$ cat src/rtl/prim_cipher_pkg.sv
// PRESENT primitives shared by the iterative cipher: sbox tables, bit permutations,
// forward/inverse key schedules, FSM state type and round-count limit.
package prim_cipher_pkg;

    typedef enum logic [1:0] {IDLE, KEYEXP, RUN, DONE} prim_present_iter_state_e;

    localparam int PRESENT_MAX_ROUNDS = 31;

    localparam logic [15:0][3:0] PRESENT_SBOX4 = {
        4'h2, 4'h1, 4'h7, 4'h4, 4'h8, 4'hF, 4'hE, 4'h3,
        4'hD, 4'hA, 4'h0, 4'h9, 4'hB, 4'h6, 4'h5, 4'hC};

    localparam logic [15:0][3:0] PRESENT_SBOX4_INV = {
        4'hA, 4'h9, 4'h7, 4'h0, 4'h3, 4'h6, 4'h4, 4'hB,
        4'hD, 4'h2, 4'h1, 4'hC, 4'h8, 4'hF, 4'hE, 4'h5};

    // Bit i moves to i*W/4 mod (W-1); the MSB stays put.
    function automatic logic [63:0] perm64(input logic [63:0] x, input logic inv);
        logic [63:0] y;
        y     = '0;
        y[63] = x[63];
        for (int i = 0; i < 63; i++) begin
            if (inv) y[i] = x[6'((i * 16) % 63)];
            else     y[6'((i * 16) % 63)] = x[i];
        end
        return y;
    endfunction

    function automatic logic [31:0] perm32(input logic [31:0] x, input logic inv);
        logic [31:0] y;
        y     = '0;
        y[31] = x[31];
        for (int i = 0; i < 31; i++) begin
            if (inv) y[i] = x[5'((i * 8) % 31)];
            else     y[5'((i * 8) % 31)] = x[i];
        end
        return y;
    endfunction

    // Forward updates rotate left by 61; the inverse rotates left by W-61.
    function automatic logic [63:0] key64_fwd(input logic [63:0] k, input logic [4:0] idx);
        logic [63:0] y;
        y        = {k[2:0], k[63:3]};
        y[63:60] = PRESENT_SBOX4[y[63:60]];
        y[19:15] = y[19:15] ^ idx;
        return y;
    endfunction

    function automatic logic [63:0] key64_inv(input logic [63:0] k, input logic [4:0] idx);
        logic [63:0] y;
        y        = k;
        y[19:15] = y[19:15] ^ idx;
        y[63:60] = PRESENT_SBOX4_INV[y[63:60]];
        return {y[60:0], y[63:61]};
    endfunction

    function automatic logic [79:0] key80_fwd(input logic [79:0] k, input logic [4:0] idx);
        logic [79:0] y;
        y        = {k[18:0], k[79:19]};
        y[79:76] = PRESENT_SBOX4[y[79:76]];
        y[19:15] = y[19:15] ^ idx;
        return y;
    endfunction

    function automatic logic [79:0] key80_inv(input logic [79:0] k, input logic [4:0] idx);
        logic [79:0] y;
        y        = k;
        y[19:15] = y[19:15] ^ idx;
        y[79:76] = PRESENT_SBOX4_INV[y[79:76]];
        return {y[60:0], y[79:61]};
    endfunction

    function automatic logic [127:0] key128_fwd(input logic [127:0] k, input logic [4:0] idx);
        logic [127:0] y;
        y          = {k[66:0], k[127:67]};
        y[127:124] = PRESENT_SBOX4[y[127:124]];
        y[123:120] = PRESENT_SBOX4[y[123:120]];
        y[66:62]   = y[66:62] ^ idx;
        return y;
    endfunction

    function automatic logic [127:0] key128_inv(input logic [127:0] k, input logic [4:0] idx);
        logic [127:0] y;
        y          = k;
        y[66:62]   = y[66:62] ^ idx;
        y[127:124] = PRESENT_SBOX4_INV[y[127:124]];
        y[123:120] = PRESENT_SBOX4_INV[y[123:120]];
        return {y[60:0], y[127:61]};
    endfunction

endpackage

$ cat src/rtl/prim_present_round.sv
// Combinational slice of NumPhysRounds PRESENT rounds; key_only advances just the key
// schedule and passes the data through untouched.
module prim_present_round
    import prim_cipher_pkg::*;
#(
    parameter int DataWidth     = 64,
    parameter int KeyWidth      = 128,
    parameter int NumPhysRounds = 1
) (
    input  logic [DataWidth-1:0] i_data,
    input  logic [KeyWidth-1:0]  i_key,
    input  logic [4:0]           i_idx,
    input  logic                 i_dec_mode,
    input  logic                 i_key_only,
    output logic [DataWidth-1:0] o_data,
    output logic [KeyWidth-1:0]  o_key,
    output logic [4:0]           o_idx
);

    logic [NumPhysRounds:0][DataWidth-1:0] w_data;
    logic [NumPhysRounds:0][KeyWidth-1:0]  w_key;
    logic [NumPhysRounds:0][4:0]           w_idx;

    assign w_data[0] = i_data;
    assign w_key[0]  = i_key;
    assign w_idx[0]  = i_idx;

    for (genvar k = 0; k < NumPhysRounds; k++) begin : g_rnd
        logic [DataWidth-1:0] w_ak, w_sb, w_enc, w_ip, w_dec;
        logic [KeyWidth-1:0]  w_kf, w_ki;

        assign w_ak = w_data[k] ^ w_key[k][KeyWidth-1 -: DataWidth];

        for (genvar n = 0; n < DataWidth / 4; n++) begin : g_nib
            assign w_sb[4*n +: 4]  = PRESENT_SBOX4[w_ak[4*n +: 4]];
            assign w_dec[4*n +: 4] = PRESENT_SBOX4_INV[w_ip[4*n +: 4]];
        end

        if (DataWidth == 64) begin : g_p64
            assign w_enc = perm64(w_sb, 1'b0);
            assign w_ip  = perm64(w_ak, 1'b1);
        end else begin : g_p32
            assign w_enc = perm32(w_sb, 1'b0);
            assign w_ip  = perm32(w_ak, 1'b1);
        end

        if (KeyWidth == 128) begin : g_k128
            assign w_kf = key128_fwd(w_key[k], w_idx[k]);
            assign w_ki = key128_inv(w_key[k], w_idx[k]);
        end else if (KeyWidth == 80) begin : g_k80
            assign w_kf = key80_fwd(w_key[k], w_idx[k]);
            assign w_ki = key80_inv(w_key[k], w_idx[k]);
        end else begin : g_k64
            assign w_kf = key64_fwd(w_key[k], w_idx[k]);
            assign w_ki = key64_inv(w_key[k], w_idx[k]);
        end

        assign w_data[k+1] = i_key_only ? w_data[k] : (i_dec_mode ? w_dec : w_enc);
        assign w_key[k+1]  = i_dec_mode ? w_ki : w_kf;
        assign w_idx[k+1]  = i_dec_mode ? w_idx[k] - 5'd1 : w_idx[k] + 5'd1;
    end

    assign o_data = w_data[NumPhysRounds];
    assign o_key  = w_key[NumPhysRounds];
    assign o_idx  = w_idx[NumPhysRounds];

endmodule

$ cat src/rtl/prim_present_iter.sv
// Iterative ready/valid PRESENT engine. Define PRIM_PRESENT_ITER_KEY_CACHE_EN to keep the
// last derived decrypt key so repeated decrypts with the same user key skip key expansion.
module prim_present_iter
    import prim_cipher_pkg::*;
#(
    parameter int DataWidth     = 64,
    parameter int KeyWidth      = 128,
    parameter int NumRounds     = 31,
    parameter int NumPhysRounds = 1
) (
    input  logic                 clk_i,
    input  logic                 rst_i,
    input  logic                 in_valid_i,
    output logic                 in_ready_o,
    input  logic                 decrypt_i,
    input  logic [DataWidth-1:0] data_i,
    input  logic [KeyWidth-1:0]  key_i,
    output logic                 out_valid_o,
    input  logic                 out_ready_i,
    output logic [DataWidth-1:0] data_o
);

    localparam int N    = NumRounds / NumPhysRounds;
    localparam int CntW = $clog2(N + 1);

    prim_present_iter_state_e r_state;
    logic [DataWidth-1:0]     r_data;
    logic [KeyWidth-1:0]      r_key;
    logic [4:0]               r_idx;
    logic                     r_dec;
    logic [CntW-1:0]          r_cnt;
    logic                     r_out_valid;

    logic [DataWidth-1:0] w_data_nxt;
    logic [KeyWidth-1:0]  w_key_nxt;
    logic [4:0]           w_idx_nxt;
    logic                 w_in_hs, w_last;

`ifdef PRIM_PRESENT_ITER_KEY_CACHE_EN
    logic                r_cache_vld;
    logic [KeyWidth-1:0] r_cache_ukey, r_cache_dkey, r_ukey;
`endif

    assign in_ready_o  = (r_state == IDLE) | ((r_state == DONE) & out_ready_i);
    assign out_valid_o = r_out_valid;
    assign data_o      = r_data;
    assign w_in_hs     = in_valid_i & in_ready_o;
    assign w_last      = (r_cnt == CntW'(N - 1));

    // Key expansion always runs the schedule forward, whatever the request direction.
    prim_present_round #(
        .DataWidth     (DataWidth),
        .KeyWidth      (KeyWidth),
        .NumPhysRounds (NumPhysRounds)
    ) u_round (
        .i_data     (r_data),
        .i_key      (r_key),
        .i_idx      (r_idx),
        .i_dec_mode (r_dec & (r_state == RUN)),
        .i_key_only (r_state == KEYEXP),
        .o_data     (w_data_nxt),
        .o_key      (w_key_nxt),
        .o_idx      (w_idx_nxt)
    );

    always_ff @(posedge clk_i) begin
        if (rst_i) begin
            r_state     <= IDLE;
            r_data      <= '0;
            r_key       <= '0;
            r_idx       <= '0;
            r_dec       <= 1'b0;
            r_cnt       <= '0;
            r_out_valid <= 1'b0;
`ifdef PRIM_PRESENT_ITER_KEY_CACHE_EN
            r_cache_vld  <= 1'b0;
            r_cache_ukey <= '0;
            r_cache_dkey <= '0;
            r_ukey       <= '0;
`endif
        end else begin
            case (r_state)
                IDLE, DONE: begin
                    if (r_state == DONE && out_ready_i) begin
                        r_out_valid <= 1'b0;
                        r_state     <= IDLE;
                    end
                    if (w_in_hs) begin
                        r_data  <= data_i;
                        r_key   <= key_i;
                        r_dec   <= decrypt_i;
                        r_idx   <= 5'd1;
                        r_cnt   <= '0;
                        r_state <= decrypt_i ? KEYEXP : RUN;
`ifdef PRIM_PRESENT_ITER_KEY_CACHE_EN
                        r_ukey <= key_i;
                        if (decrypt_i && r_cache_vld && key_i == r_cache_ukey) begin
                            r_key   <= r_cache_dkey;
                            r_idx   <= 5'(NumRounds);
                            r_state <= RUN;
                        end
`endif
                    end
                end
                KEYEXP: begin
                    r_key <= w_key_nxt;
                    r_idx <= w_idx_nxt;
                    r_cnt <= r_cnt + 1'b1;
                    if (w_last) begin
                        r_idx   <= 5'(NumRounds);
                        r_cnt   <= '0;
                        r_state <= RUN;
`ifdef PRIM_PRESENT_ITER_KEY_CACHE_EN
                        r_cache_vld  <= 1'b1;
                        r_cache_ukey <= r_ukey;
                        r_cache_dkey <= w_key_nxt;
`endif
                    end
                end
                RUN: begin
                    r_data <= w_data_nxt;
                    r_key  <= w_key_nxt;
                    r_idx  <= w_idx_nxt;
                    r_cnt  <= r_cnt + 1'b1;
                    if (w_last) begin
                        r_data      <= w_data_nxt ^ w_key_nxt[KeyWidth-1 -: DataWidth];
                        r_cnt       <= '0;
                        r_out_valid <= 1'b1;
                        r_state     <= DONE;
                    end
                end
                default: r_state <= IDLE;
            endcase
        end
    end

endmodule

$ cat config.mk
export PLATFORM = sky130hd
export DESIGN_NAME = prim_present_iter
export DESIGN_NICKNAME = d
export VERILOG_FILES = /design/src/rtl/prim_cipher_pkg.sv /design/src/rtl/prim_present_round.sv /design/src/rtl/prim_present_iter.sv
export SDC_FILE = /design/constraint.sdc
export NUM_CORES = 1
export LEC_CHECK = 0
export BUFFER_PORTS_ARGS = -buffer_cell sky130_fd_sc_hd__buf_2
export CORE_MARGIN = 5
export CORE_UTILIZATION = 50
export DETAILED_ROUTE_END_ITERATION = 16
export PLACE_DENSITY = 0.72
export SKIP_LAST_GASP = 1
export SLEW_MARGIN = 20
export SYNTH_ARGS = -nofsm -noshare
export SYNTH_HDL_FRONTEND = slang
export SYNTH_HIERARCHICAL = 1
export SYNTH_SLANG_ARGS = --single-unit
$ cat constraint.sdc
create_clock -name clk_i -period 4.1 [get_ports clk_i]
set_input_delay 0.205 -clock clk_i [delete_from_list [all_inputs] [get_ports clk_i]]
set_output_delay 0.205 -clock clk_i [all_outputs]
set_load 0.02 [all_outputs]
==> Word-level counts from Yosys, hierarchy flattened <==
Memory sizes are Yosys's and may differ from the RTL's. A register that Yosys moved wholly into a read port is not among the register bits.
Cells that the tools add are included.
{ "totals": {"regBits": 206, "n_memories": 20, "wordCells": 128, "romBits": 1280, "out_inout_bits": 66} }
{ "op_classes": {"n_bitwise": 8, "muxes": 52, "order_cmp": 20, "n_reduce_logical": 9, "add_sub_neg": 3, "n_eq_ne": 9} }
{ "memory_table": {"columns": ["memory", "depth", "word_bits", "read_ports", "rd_clocked_by_memory_dff", "write_ports", "line_no", "source"], "rows": [
  ["(name not given)", 16, 4, 1, 0, 0, "prim_present_round.sv:35", "assign w_sb[4*n +: 4] = PRESENT_SBOX4[w_ak[4*n +: 4]];"],
  ["(name not given)", 16, 4, 1, 0, 0, "prim_present_round.sv:35", null],
  ["(name not given)", 16, 4, 1, 0, 0, "prim_present_round.sv:35", null],
  ["(name not given)", 16, 4, 1, 0, 0, "prim_present_round.sv:35", null],
  ["(name not given)", 16, 4, 1, 0, 0, "prim_present_round.sv:35", null],
  ["(name not given)", 16, 4, 1, 0, 0, "prim_present_round.sv:35", null],
  ["+14 memories", null, null, null, null, null, null, null]
]} }
{ "ops": {"columns": ["op", "n"], "rows": [
  ["2-to-1 mux 128 bit", 2],
  ["2-to-1 mux 64 bit", 4],
  ["one-hot mux 128 bit (2 select lines)", 1],
  ["one-hot mux 64 bit (2 select lines)", 1],
  ["bitwise XOR 64 bit", 2],
  ["less-than comparator 4 x 5 -> 1 bit, second input constant", 20],
  ["2-to-1 mux 4 bit", 13],
  ["2-to-1 mux 2 bit", 20],
  ["2-to-1 mux 5 bit", 5],
  ["one-hot mux 5 bit (3 select lines)", 1],
  ["adder 5 x 1 -> 5 bit, second input constant", 2],
  ["one-hot mux 5 bit (2 select lines)", 1],
  ["bitwise XOR 5 bit", 2],
  ["!= test 2 bit, second input constant", 4],
  ["one-hot mux 2 bit (3 select lines)", 1],
  ["AND reduction 3 bit", 2],
  ["equality test 5 bit, second input constant", 1],
  ["subtractor 5 x 1 -> 5 bit, second input constant", 1],
  ["equality test 2 bit, second input constant", 2],
  ["AND reduction 2 bit", 2],
  ["OR reduction 2 bit", 2],
  ["AND 1 bit", 3],
  ["!= test 3 bit, second input constant", 1],
  ["equality test 2 x 1 -> 1 bit, second input constant", 1],
  ["other kinds (6)", 7]
]} }

==> Longest topological paths before layout <==
Gate-level depths: netlist of the first run.
{ "logic_depth": {"ltp_word": 8, "ltp_mapped": 16, "depth_no_buf": 11} }

==> By module <==
Netlist of the first run, hierarchy kept.
{ "modules_own_cells": {"columns": ["module", "seq_area_each_um2", "area_per_inst_um2", "cells_each", "n_inst"], "rows": [
  ["prim_present_iter", 4124.0, 10108.4, 1248, 1],
  ["prim_present_round", 0.0, 4909.7, 626, 1]
]} }

==> Least setup slack after synthesis of the first run <==
OpenSTA, ideal clock, no wires.
{ "synth_path": {"path_type": "register to register", "startpoint": "register r_state[0]", "endpoint": "register r_idx[4]", "period_less_slack_ns": 2.902, "stages_incl_launch_ff": 17, "setup_time_ns": 0.132, "required_ns": 3.968, "path_buffers": 5, "arrival_ns": 2.770, "setup_slack_ns": 1.198, "cell_sequence": "dfxtp_1 > inv_1 > ha_1 > buf_2 > clkbuf_1 > clkbuf_1 > and2_1 > clkbuf_1 > buf_2 > inv_1 > fa_1 > inv_1 > a21o_1 > a21oi_1 > xnor2_1 > o21ai_1 > a21oi_1"} }
{ "synth_between": {"elab_chain_cells": 5, "word_cells_on_any_way": 13, "cone_classes": "eq/ne: 4; mux: 3; bitwise: 4; reduce/logical: 2"} }
{ "synth_rtl": {"columns": ["element", "line_no", "source"], "rows": [
  ["start: declaration", "prim_present_iter.sv:26", "prim_present_iter_state_e r_state;"],
  ["start signal: assignment", "prim_present_iter.sv:94", "r_state <= decrypt_i ? KEYEXP : RUN;"],
  ["equality test 2 bit (*)", "prim_present_iter.sv:59", ".i_dec_mode (r_dec & (r_state == RUN)),"],
  ["AND 1 bit (*)", "prim_present_iter.sv:59", null],
  ["2-to-1 mux 5 bit (*)", "prim_present_round.sv:60", "assign w_idx[k+1] = i_dec_mode ? w_idx[k] - 5'd1 : w_idx[k] + 5'd1;"],
  ["via w_idx_nxt[4]", "prim_present_iter.sv:36", "logic [4:0] w_idx_nxt;"],
  ["2-to-1 mux 5 bit", "prim_present_iter.sv:109", "if (w_last) begin"],
  ["one-hot mux 5 bit (3 select lines) (*)", "prim_present_iter.sv:82", "case (r_state)"],
  ["end signal: assignment", "prim_present_iter.sv:107", "r_idx <= w_idx_nxt;"],
  ["end signal: assignment", "prim_present_iter.sv:110", "r_idx <= 5'(NumRounds);"],
  ["end signal: assignment", "prim_present_iter.sv:123", "r_idx <= w_idx_nxt;"],
  ["end: declaration", "prim_present_iter.sv:29", "logic [4:0] r_idx;"]
]} }
The timed path passes the listed nets; every way through them passes the cells marked *.
A chain may end at the register's enable or synchronous reset.

==> Final worst setup path of the first run <==
{ "layout_path": {"startpoint": "register r_state[0]", "endpoint": "register r_data[29], in the netlist data_o[29]"} }
{ "layout_between": {"elab_chain_cells": 6, "word_cells_on_any_way": 17, "cone_classes": "eq/ne: 4; mux: 4; bitwise: 5; reduce/logical: 4"} }
{ "layout_rtl": {"columns": ["element", "line_no", "source"], "rows": [
  ["equality test 2 bit", "prim_present_iter.sv:59", null],
  ["AND 1 bit", "prim_present_iter.sv:59", null],
  ["2-to-1 mux 128 bit", "prim_present_round.sv:59", "assign w_key[k+1] = i_dec_mode ? w_ki : w_kf;"],
  ["via w_key_nxt[93]", "prim_present_iter.sv:35", "logic [KeyWidth-1:0] w_key_nxt;"],
  ["bitwise XOR 64 bit", "prim_present_iter.sv:126", "r_data <= w_data_nxt ^ w_key_nxt[KeyWidth-1 -: DataWidth];"],
  ["2-to-1 mux 64 bit", "prim_present_iter.sv:125", "if (w_last) begin"],
  ["one-hot mux 64 bit (2 select lines)", "prim_present_iter.sv:82", null],
  ["end signal: assignment", "prim_present_iter.sv:89", "r_data <= data_i;"],
  ["end signal: assignment", "prim_present_iter.sv:121", "r_data <= w_data_nxt;"],
  ["end signal: assignment", "prim_present_iter.sv:126", null],
  ["end: declaration", "prim_present_iter.sv:27", "logic [DataWidth-1:0] r_data;"]
]} }
The timed path passes the listed nets, and every way through them passes these cells.

==> flow_results.xml, run 1 <==
<?xml version="1.0" encoding="UTF-8"?>
<metrics>
  <group name="status">
    <metric name="outcome" unit="">completed</metric>
  </group>
  <group name="routing">
    <metric name="drtIter0Drc" unit="">1642</metric>
    <metric name="drt_pre_antenna_iters" unit="">6</metric>
    <metric name="postRouteWirelength" unit="µm">53400</metric>
    <metric name="postRouteAntennaNets" unit="">0</metric>
    <metric name="num_vias" unit="">15900</metric>
    <metric name="post_drt_wl_per_cell" unit="µm">21.3</metric>
    <metric name="avgViaCountPerCell" unit="">6.34</metric>
    <metric name="detail_route.drc_violations" unit="">0</metric>
  </group>
  <group name="global_route">
    <metric name="grt_antenna_before_repair" unit="">0</metric>
    <metric name="vias_in_the_first_global_route" unit="">14800</metric>
    <metric name="globalRouteOverflowTotal" unit="">0</metric>
    <metric name="busiest_layer" unit="">met2</metric>
    <metric name="global_route_wire_length_before_repair" unit="µm">82100</metric>
    <metric name="globalRouteMet2Util" unit="">0.492</metric>
    <metric name="grt_usage" unit="">0.298</metric>
    <metric name="grt.met1_usage" unit="">0.406</metric>
    <metric name="largest_net_degree_at_the_start_of_global_routing" unit="">133</metric>
    <metric name="gr-usage-met3" unit="">0.0468</metric>
  </group>
  <group name="synth">
    <metric name="async_reset_ff_frac" unit="">0</metric>
    <metric name="yosys_warnings" unit="">6</metric>
    <metric name="yosys_register_bits" unit="">206</metric>
    <metric name="yosys-mux-area-fraction" unit="">0.0956</metric>
    <metric name="synth_xor_xnor_area_share" unit="">0.0622</metric>
    <metric name="synth-adder-area-share" unit="">0.0413</metric>
    <metric name="synth.cell_area" unit="µm²">15000</metric>
    <metric name="distinct_cell_type_count_after_synthesis" unit="">61</metric>
    <metric name="compound_gate_fraction_of_synth_area" unit="">0.238</metric>
    <metric name="syn_area_per_cell" unit="µm²">8.01</metric>
    <metric name="yosys_most_used_dff" unit="">sky130_fd_sc_hd__dfxtp_1</metric>
    <metric name="synth_cells" unit="">1874</metric>
    <metric name="mappedNetlistNets" unit="">2120</metric>
    <metric name="synthSimpleGateAreaFrac" unit="">0.221</metric>
    <metric name="synth_sequential_area_ratio" unit="">0.275</metric>
    <metric name="synth_enable_flop_cells" unit="">0</metric>
    <metric name="combinational_family_with_the_most_area_after_synthesis" unit="">compound AO/OA/AOI/OAI gates</metric>
  </group>
  <group name="clock_network">
    <metric name="clockRootBuffer" unit="">sky130_fd_sc_hd__clkbuf_16</metric>
    <metric name="ctsLongestPathBuffers" unit="">3</metric>
    <metric name="number_of_buffers_created_by_cts" unit="">25</metric>
    <metric name="h-tree-depth" unit="">1</metric>
    <metric name="post-cts-setup-buffer-count" unit="">0</metric>
    <metric name="path_clk_slew" unit="ps">60</metric>
    <metric name="insertion_delay" unit="ps">530</metric>
    <metric name="postCtsResizedCells" unit="">0</metric>
    <metric name="postCtsHoldBufs" unit="">81</metric>
    <metric name="cts_num_sinks" unit="">206</metric>
    <metric name="tritoncts" unit="">done</metric>
  </group>
  <group name="timing">
    <metric name="report.final.setup_viol" unit="">0</metric>
    <metric name="setup_tns_final" unit="ps">0</metric>
    <metric name="layout_worst_path_cycle_share" unit="">0.733</metric>
    <metric name="achievable-frequency" unit="MHz">333</metric>
    <metric name="grt_setup_unrepaired" unit="">false</metric>
    <metric name="timing_hold_violations_final" unit="">0</metric>
    <metric name="layout_setup_ws" unit="ps">1090</metric>
    <metric name="worst-slew-pin-transition" unit="ps">1060</metric>
    <metric name="final_period_minus_worst_setup_slack" unit="ps">3010</metric>
    <metric name="timing.final.max_slew_violations" unit="">0</metric>
    <metric name="slew-limit-headroom" unit="">0.292</metric>
    <metric name="clock_skew" unit="ps">13.4</metric>
  </group>
  <group name="worst_hold_path">
    <metric name="timing.hold.worst.class" unit="">in2reg</metric>
    <metric name="whs_path_depth" unit="">3</metric>
    <metric name="hold_start" unit="">key_i[50]</metric>
    <metric name="min_delay_worst_endpoint" unit="">r_key[50]$_SDFFE_PP0P_</metric>
  </group>
  <group name="floorplan">
    <metric name="pin_count" unit="">263</metric>
    <metric name="die_width" unit="µm">183</metric>
    <metric name="die_height" unit="µm">183</metric>
    <metric name="start_util" unit="">0.507</metric>
    <metric name="die-area" unit="µm²">33600</metric>
    <metric name="core_region_area" unit="µm²">29600</metric>
    <metric name="number_of_placement_rows" unit="">63</metric>
  </group>
  <group name="layout">
    <metric name="final_common_cell" unit="">sky130_fd_sc_hd__buf_2</metric>
    <metric name="layout.cells.most_common_list" unit="">sky130_fd_sc_hd__buf_2 (260), sky130_fd_sc_hd__dfxtp_1 (206), sky130_fd_sc_hd__nor2_1 (202)</metric>
    <metric name="syn_to_final_growth" unit="%">19.4</metric>
    <metric name="final_cells" unit="">2500</metric>
    <metric name="finish.net_count" unit="">2338</metric>
    <metric name="drive_gt1_frac" unit="">0.248</metric>
    <metric name="antenna-diode-count" unit="">0</metric>
    <metric name="count_of_filler_cells_inserted_in_the_layout" unit="">2668</metric>
    <metric name="multiInputGateArea" unit="µm²">9920</metric>
    <metric name="seq_area" unit="µm²">4120</metric>
  </group>
  <group name="critical_path">
    <metric name="critPathMaxFanout" unit="">45</metric>
    <metric name="critical_path.slowest_cell" unit="">sky130_fd_sc_hd__and2_4</metric>
    <metric name="rr_worst_depth" unit="">8</metric>
    <metric name="worstSetupEndpointType" unit="">flip-flop</metric>
    <metric name="cp_launch_type" unit="">flip-flop</metric>
    <metric name="worstPathCellList" unit="">inv_1 &gt; ha_4 &gt; and2_4 &gt; buf_4 &gt; mux2_2 &gt; a21oi_1 &gt; o21ai_1 &gt; a32o_1</metric>
    <metric name="cp_num_cells" unit="">8</metric>
    <metric name="timing.critical_path.buf_inv" unit="">2</metric>
    <metric name="criticalPathCategory" unit="">reg2reg</metric>
    <metric name="cp_slowest_stage_delay" unit="ps">620</metric>
    <metric name="worstPathArrival" unit="ps">3420</metric>
    <metric name="r2r_start" unit="">r_state[0]$_SDFFE_PP0P_</metric>
    <metric name="crit_family" unit="">simple AND/OR/NAND/NOR gates</metric>
    <metric name="timing.critical_path.required" unit="ps">4510</metric>
    <metric name="ff2ff_setup_slack" unit="ps">1090</metric>
    <metric name="critical_path.reg2reg.endpoint" unit="">data_o[29]$_SDFFE_PP0P_</metric>
  </group>
  <group name="placed_design">
    <metric name="port_buffers" unit="">262</metric>
    <metric name="post-place-ws" unit="ps">1160</metric>
    <metric name="gp_congestion" unit="">0.997</metric>
    <metric name="place.detailed.instances" unit="">2374</metric>
    <metric name="hpwlAfterDp" unit="µm">36100</metric>
  </group>
  <group name="pwr">
    <metric name="report.power.total" unit="W">0.0146</metric>
    <metric name="power_per_cell_area" unit="nW/µm²">815</metric>
    <metric name="peak_supply_drop" unit="µV">538</metric>
    <metric name="total_leakage_power" unit="nW">7.54</metric>
  </group>
  <group name="job">
    <metric name="maxCapViolations" unit="">0</metric>
  </group>
</metrics>
## how the worst max path moves through the flow
stage                                        from                      end  slack [ps]
after CTS                 r_state[0]$_SDFFE_PP0P_  data_o[36]$_SDFFE_PP0P_        1150
after detailed placement  r_state[0]$_SDFFE_PP0P_  data_o[35]$_SDFFE_PP0P_        1160
after global routing      r_state[0]$_SDFFE_PP0P_  data_o[22]$_SDFFE_PP0P_         970
after floorplan           r_state[0]$_SDFFE_PP0P_    r_idx[4]$_SDFFE_PP0P_        1200
final                     r_state[0]$_SDFFE_PP0P_  data_o[29]$_SDFFE_PP0P_        1090
after global placement    r_state[1]$_SDFFE_PP0P_  data_o[61]$_SDFFE_PP0P_        1260
## tightest hold or removal path, stage by stage
cell	delay [ps]
sky130_fd_sc_hd__buf_2	100
sky130_fd_sc_hd__nand3_1	90
sky130_fd_sc_hd__a311oi_1	90
## power by group
| part | switching, W | internal [W] |
|---|---|---|
| Sequential | 0.00125 | 0.00276 |
| Combinational | 0.00493 | 0.00323 |
| Clock | 0.000927 | 0.00151 |
## synth_stat cells, drive strengths merged (53+ instances only)
library cell | instances | area (µm²)
nor2 | 203 | 769
a311oi | 142 | 1240
o21ai | 90 | 450
nand2 | 168 | 633
dfxtp | 206 | 4120
or2 | 64 | 400
and3 | 64 | 400
inv | 53 | 199
a32o | 64 | 641
buf | 90 | 522
mux2 | 105 | 1180
a21oi | 93 | 507
clkbuf | 78 | 293
xnor2 | 58 | 527
nand3 | 133 | 666
## area by class of cell
cell class / instances / area share
Multi-Input combinational cell: 1447 / 0.553
Sequential cell: 206 / 0.230
Timing Repair Buffer: 359 / 0.127
Clock buffer: 36 / 0.0417
Tap cell: 390 / 0.0272
Inverter: 53 / 0.0115
Clock inverter: 9 / 0.00866
## per-layer routing
layer | routed length [µm] | part of all wire
met2 | 24700 | 0.46
met5 | 0 | 0
met3 | 4750 | 0.089
met1 | 22300 | 0.42
met4 | 1660 | 0.031
## stage by stage
step                      cell area [µm²]  hold slack [ps]  utilization
after floorplan                     15000              352            -
after global placement              16200              467        0.547
after detailed placement            16200              479        0.547
after CTS                           17900            0.323        0.605
after global routing                17900             8.35        0.605
final                               17900             5.86        0.605
## cells by family (layout without fill, tap and decap cells)
group / after synthesis / after routing
and+or+nand+nor: 701 / 701
AOI/OAI and AO/OA: 477 / 477
buffers and inverters: 221 / 457
DFF: 206 / 206
muxes: 124 / 124
xor gates and xnor gates: 96 / 96
adders and majority gates: 49 / 49
## registers in the layout, indices dropped and copies added, names as in the netlist
register / count
out_valid_o: 1
data_o: 64
r_state: 2
r_idx: 5
r_cnt: 5
r_dec: 1
r_key: 128
No activity file was read; power rests on OpenSTA's default activity.
==> run 2, diff against run 1 <==
--- a/config.mk
+++ b/config.mk
@@ -5,11 +5,12 @@
 export SDC_FILE = /design/constraint.sdc
 export NUM_CORES = 1
 export LEC_CHECK = 0
+export ABC_AREA = 1
 export BUFFER_PORTS_ARGS = -buffer_cell sky130_fd_sc_hd__buf_2
 export CORE_MARGIN = 5
 export CORE_UTILIZATION = 50
 export DETAILED_ROUTE_END_ITERATION = 16
-export PLACE_DENSITY = 0.72
+export PLACE_DENSITY = 0.75
 export SKIP_LAST_GASP = 1
 export SLEW_MARGIN = 20
 export SYNTH_ARGS = -nofsm -noshare
==> constraint.sdc (replaced) <==
create_clock -name clk_i -period 2.5 [get_ports clk_i]
set_input_delay 0.125 -clock clk_i [delete_from_list [all_inputs] [get_ports clk_i]]
set_output_delay 0.125 -clock clk_i [all_outputs]
set_load 0.02 [all_outputs]
==> run 2 against run 1 <==
Compared with the run above:
- power up 88%
- sequential share of layout area down 3.4 points
- clock-buffer cell count up 7
- clock power up 53%
- area after synthesis up 11%
- register-to-register slack worse by 960 ps
- worst setup slack worse by 960 ps
- fmax up 27%
- global-route usage up 5.6 points
- clock skew up 0.72 ps
- sequential power up 60%
- cell area up 17%
- largest cell class unchanged
==> flow_results.xml, run 2 <==
<?xml version="1.0" encoding="UTF-8"?>
<metrics>
  <group name="status">
    <metric name="outcome" unit="">completed</metric>
  </group>
  <group name="critical_path">
    <metric name="rr_worst_depth" unit="">15</metric>
    <metric name="ff2ff_setup_slack" unit="ps">140</metric>
    <metric name="timing.critical_path.required" unit="ps">2980</metric>
    <metric name="worstPathArrival" unit="ps">2840</metric>
    <metric name="critical_path.reg2reg.endpoint" unit="">data_o[3]$_SDFFE_PP0P_</metric>
    <metric name="cp_launch_type" unit="">flip-flop</metric>
    <metric name="criticalPathCategory" unit="">reg2reg</metric>
    <metric name="critPathMaxFanout" unit="">6</metric>
    <metric name="r2r_start" unit="">data_o[12]$_SDFFE_PP0P_</metric>
    <metric name="cp-startpoint" unit="">data_o[12]$_SDFFE_PP0P_</metric>
    <metric name="worstSetupEndpointType" unit="">flip-flop</metric>
  </group>
  <group name="routing">
    <metric name="drt_pre_antenna_iters" unit="">7</metric>
    <metric name="post_drt_wl_per_cell" unit="µm">17.9</metric>
    <metric name="postRouteWirelength" unit="µm">68200</metric>
    <metric name="num_vias" unit="">21400</metric>
    <metric name="detail_route.drc_violations" unit="">0</metric>
    <metric name="postRouteAntennaNets" unit="">0</metric>
    <metric name="drtIter0Drc" unit="">2975</metric>
    <metric name="avgViaCountPerCell" unit="">5.59</metric>
  </group>
  <group name="synth">
    <metric name="synth_sequential_area_ratio" unit="">0.247</metric>
    <metric name="mappedNetlistNets" unit="">3248</metric>
    <metric name="syn_area_per_cell" unit="µm²">5.55</metric>
    <metric name="synth_area_leader_cell" unit="">sky130_fd_sc_hd__nand2_1</metric>
    <metric name="yosys_most_used_dff" unit="">sky130_fd_sc_hd__dfxtp_1</metric>
    <metric name="synth_enable_flop_cells" unit="">0</metric>
    <metric name="async_reset_ff_frac" unit="">0</metric>
    <metric name="synth.cell_area" unit="µm²">16700</metric>
    <metric name="yosys_register_bits" unit="">206</metric>
    <metric name="synth.top_cells.by_area" unit="">sky130_fd_sc_hd__nand2_1 (28%), sky130_fd_sc_hd__dfxtp_1 (25%), sky130_fd_sc_hd__inv_1 (8.2%), sky130_fd_sc_hd__o21ai_0 (6.6%), sky130_fd_sc_hd__nand3_1 (6.5%)</metric>
    <metric name="synth_cells" unit="">3002</metric>
    <metric name="distinct_cell_type_count_after_synthesis" unit="">36</metric>
    <metric name="post-synth-top-count-cell" unit="">sky130_fd_sc_hd__nand2_1</metric>
    <metric name="yosys_warnings" unit="">6</metric>
    <metric name="netlist.area_leader.share" unit="">0.283</metric>
    <metric name="synthTopCellsByCount" unit="">sky130_fd_sc_hd__nand2_1 (1255), sky130_fd_sc_hd__inv_1 (364), sky130_fd_sc_hd__o21ai_0 (219), sky130_fd_sc_hd__nand3_1 (216), sky130_fd_sc_hd__dfxtp_1 (206)</metric>
  </group>
  <group name="worst_hold_path">
    <metric name="timing.hold.worst.class" unit="">in2reg</metric>
    <metric name="min_delay_worst_endpoint" unit="">data_o[6]$_SDFFE_PP0P_</metric>
    <metric name="whs_path_depth" unit="">5</metric>
    <metric name="hold_start" unit="">data_i[6]</metric>
  </group>
  <group name="layout">
    <metric name="final_core_util" unit="">0.643</metric>
    <metric name="count_of_filler_cells_inserted_in_the_layout" unit="">3098</metric>
    <metric name="final_common_cell" unit="">sky130_fd_sc_hd__nand2_1</metric>
    <metric name="layout.cells.most_common_list" unit="">sky130_fd_sc_hd__nand2_1 (1254), sky130_fd_sc_hd__inv_1 (360), sky130_fd_sc_hd__buf_2 (261)</metric>
    <metric name="syn_to_final_growth" unit="%">26.2</metric>
    <metric name="drive_gt1_frac" unit="">0.114</metric>
    <metric name="largest-register" unit="">r_key</metric>
    <metric name="finish.net_count" unit="">3602</metric>
    <metric name="largest_register_ffs" unit="">128</metric>
    <metric name="final_cells" unit="">3817</metric>
  </group>
  <group name="global_route">
    <metric name="largest_net_degree_at_the_start_of_global_routing" unit="">130</metric>
    <metric name="globalRouteOverflowTotal" unit="">0</metric>
    <metric name="vias_in_the_first_global_route" unit="">20100</metric>
    <metric name="global_route_wire_length_before_repair" unit="µm">106000</metric>
    <metric name="grt_antenna_before_repair" unit="">0</metric>
    <metric name="grt_usage" unit="">0.354</metric>
  </group>
  <group name="timing">
    <metric name="worst-slew-pin-transition" unit="ps">924</metric>
    <metric name="clock_skew" unit="ps">14.1</metric>
    <metric name="report.final.setup_viol" unit="">0</metric>
    <metric name="layout_setup_ws" unit="ps">137</metric>
    <metric name="timing_hold_violations_final" unit="">0</metric>
    <metric name="final_period_minus_worst_setup_slack" unit="ps">2360</metric>
    <metric name="layout_worst_path_cycle_share" unit="">0.945</metric>
    <metric name="timing.final.max_slew_violations" unit="">0</metric>
    <metric name="achievable-frequency" unit="MHz">423</metric>
    <metric name="slew-limit-headroom" unit="">0.384</metric>
    <metric name="grt_setup_unrepaired" unit="">true</metric>
    <metric name="setup_tns_final" unit="ps">0</metric>
  </group>
  <group name="floorplan">
    <metric name="number_of_placement_rows" unit="">66</metric>
    <metric name="start_util" unit="">0.510</metric>
    <metric name="pin_count" unit="">263</metric>
    <metric name="die_height" unit="µm">193</metric>
    <metric name="core_region_area" unit="µm²">32700</metric>
    <metric name="die-area" unit="µm²">37100</metric>
    <metric name="die_width" unit="µm">193</metric>
  </group>
  <group name="clock_network">
    <metric name="ctsLongestPathBuffers" unit="">3</metric>
    <metric name="tritoncts" unit="">done</metric>
    <metric name="insertion_delay" unit="ps">550</metric>
    <metric name="number_of_buffers_created_by_cts" unit="">27</metric>
    <metric name="path_clk_slew" unit="ps">60</metric>
    <metric name="clockRootBuffer" unit="">sky130_fd_sc_hd__clkbuf_16</metric>
    <metric name="post-cts-setup-buffer-count" unit="">0</metric>
    <metric name="cts_num_sinks" unit="">206</metric>
    <metric name="h-tree-depth" unit="">1</metric>
  </group>
  <group name="placed_design">
    <metric name="hpwlAfterDp" unit="µm">44900</metric>
    <metric name="port_buffers" unit="">262</metric>
    <metric name="gp_congestion" unit="">0.951</metric>
    <metric name="post-place-ws" unit="ps">110</metric>
    <metric name="place.detailed.instances" unit="">3584</metric>
  </group>
  <group name="pwr">
    <metric name="power_per_cell_area" unit="nW/µm²">1310</metric>
    <metric name="total_leakage_power" unit="nW">9.81</metric>
    <metric name="report.power.total" unit="W">0.0275</metric>
    <metric name="peak_supply_drop" unit="µV">1160</metric>
  </group>
  <group name="job">
    <metric name="maxCapViolations" unit="">0</metric>
  </group>
</metrics>
run 2: cell count changes after synthesis, sizes merged, moves of 70 or more:
cell	previous run	this run
nand2	168	1262
inv	53	375
a311oi	142	0
o21ai	90	227
a31oi	12	129
mux2	105	0
nand3	133	217
nor2	203	133
run 2: critical path: stages (launching register included):
cell	delay (ps)
sky130_fd_sc_hd__dfxtp_1	530
sky130_fd_sc_hd__inv_1	100
sky130_fd_sc_hd__nand2_1	80
sky130_fd_sc_hd__nand2_1	100
sky130_fd_sc_hd__ha_1	290
sky130_fd_sc_hd__inv_1	40
sky130_fd_sc_hd__nand3_1	70
sky130_fd_sc_hd__nand2_1	60
sky130_fd_sc_hd__nor2_1	170
sky130_fd_sc_hd__nor2_1	60
sky130_fd_sc_hd__a21oi_1	240
sky130_fd_sc_hd__xor2_1	180
sky130_fd_sc_hd__nand2_1	70
sky130_fd_sc_hd__nand2_1	100
sky130_fd_sc_hd__nand2_1	50
sky130_fd_sc_hd__a21oi_1	150
run 2: how the worst max path moves through the flow:
| stage | endpoint |
|---|---|
| 2_1_floorplan | r_idx[4]$_SDFFE_PP0P_ |
| 3_3_place_gp | r_idx[3]$_SDFFE_PP0P_ |
| 3_5_place_dp | r_idx[4]$_SDFFE_PP0P_ |
| 4_1_cts | r_idx[4]$_SDFFE_PP0P_ |
| 5_1_grt | r_idx[4]$_SDFFE_PP0P_ |
| 6_report | data_o[3]$_SDFFE_PP0P_ |
run 2: power breakdown:
| group | internal (W) | switching [W] | leakage (nW) |
|---|---|---|---|
| Clock | 0.00218 | 0.00155 | 0.392 |
| Combinational | 0.00566 | 0.0117 | 7.72 |
| Sequential | 0.00458 | 0.00182 | 1.70 |
run 2: per-stage QoR:
step / hold slack (ps) / cell area (µm²)
after detailed placement: 405 / 18400
after CTS: 11.7 / 21000
final: 12.1 / 21000
after global placement: 401 / 18400
after global routing: 44.1 / 21000
after floorplan: 286 / 16700
run 2: per-layer routing:
layer / up-vias / wire length [µm] / GRT usage
li1: 10200 / - / -
met1: 9666 / 26800 / 0.467
met5: - / 0 / 0
met2: 1297 / 30600 / 0.575
met3: 213 / 7810 / 0.0606
met4: 0 / 2990 / 0.145
run 2: what timing repair did:
item,CTS,global route
setup endpoints to repair,0,7
hold buffers,185,0
resized for setup,0,6
endpoints found under the hold margin,186,0
run 2: kinds of logic after synthesis:
kind of cell	share of synthesized area
buf+inv	0.133
simple gates	0.390
flops	0.247
fa+ha+maj	0.0372
xor+xnor	0.0155
compound gates	0.176
run 2: cell type report:
type	count	area [µm²]	share of cell area
sequential	206	4130	0.196
multi-input combinational	2251	10400	0.493
timing repair buffer	495	3760	0.179
tap	442	553	0.0263
inverter	375	1420	0.0673
clock buffer	43	766	0.0364
clock inverter	4	47.5	0.00226
antenna	1	2.50	0.000119
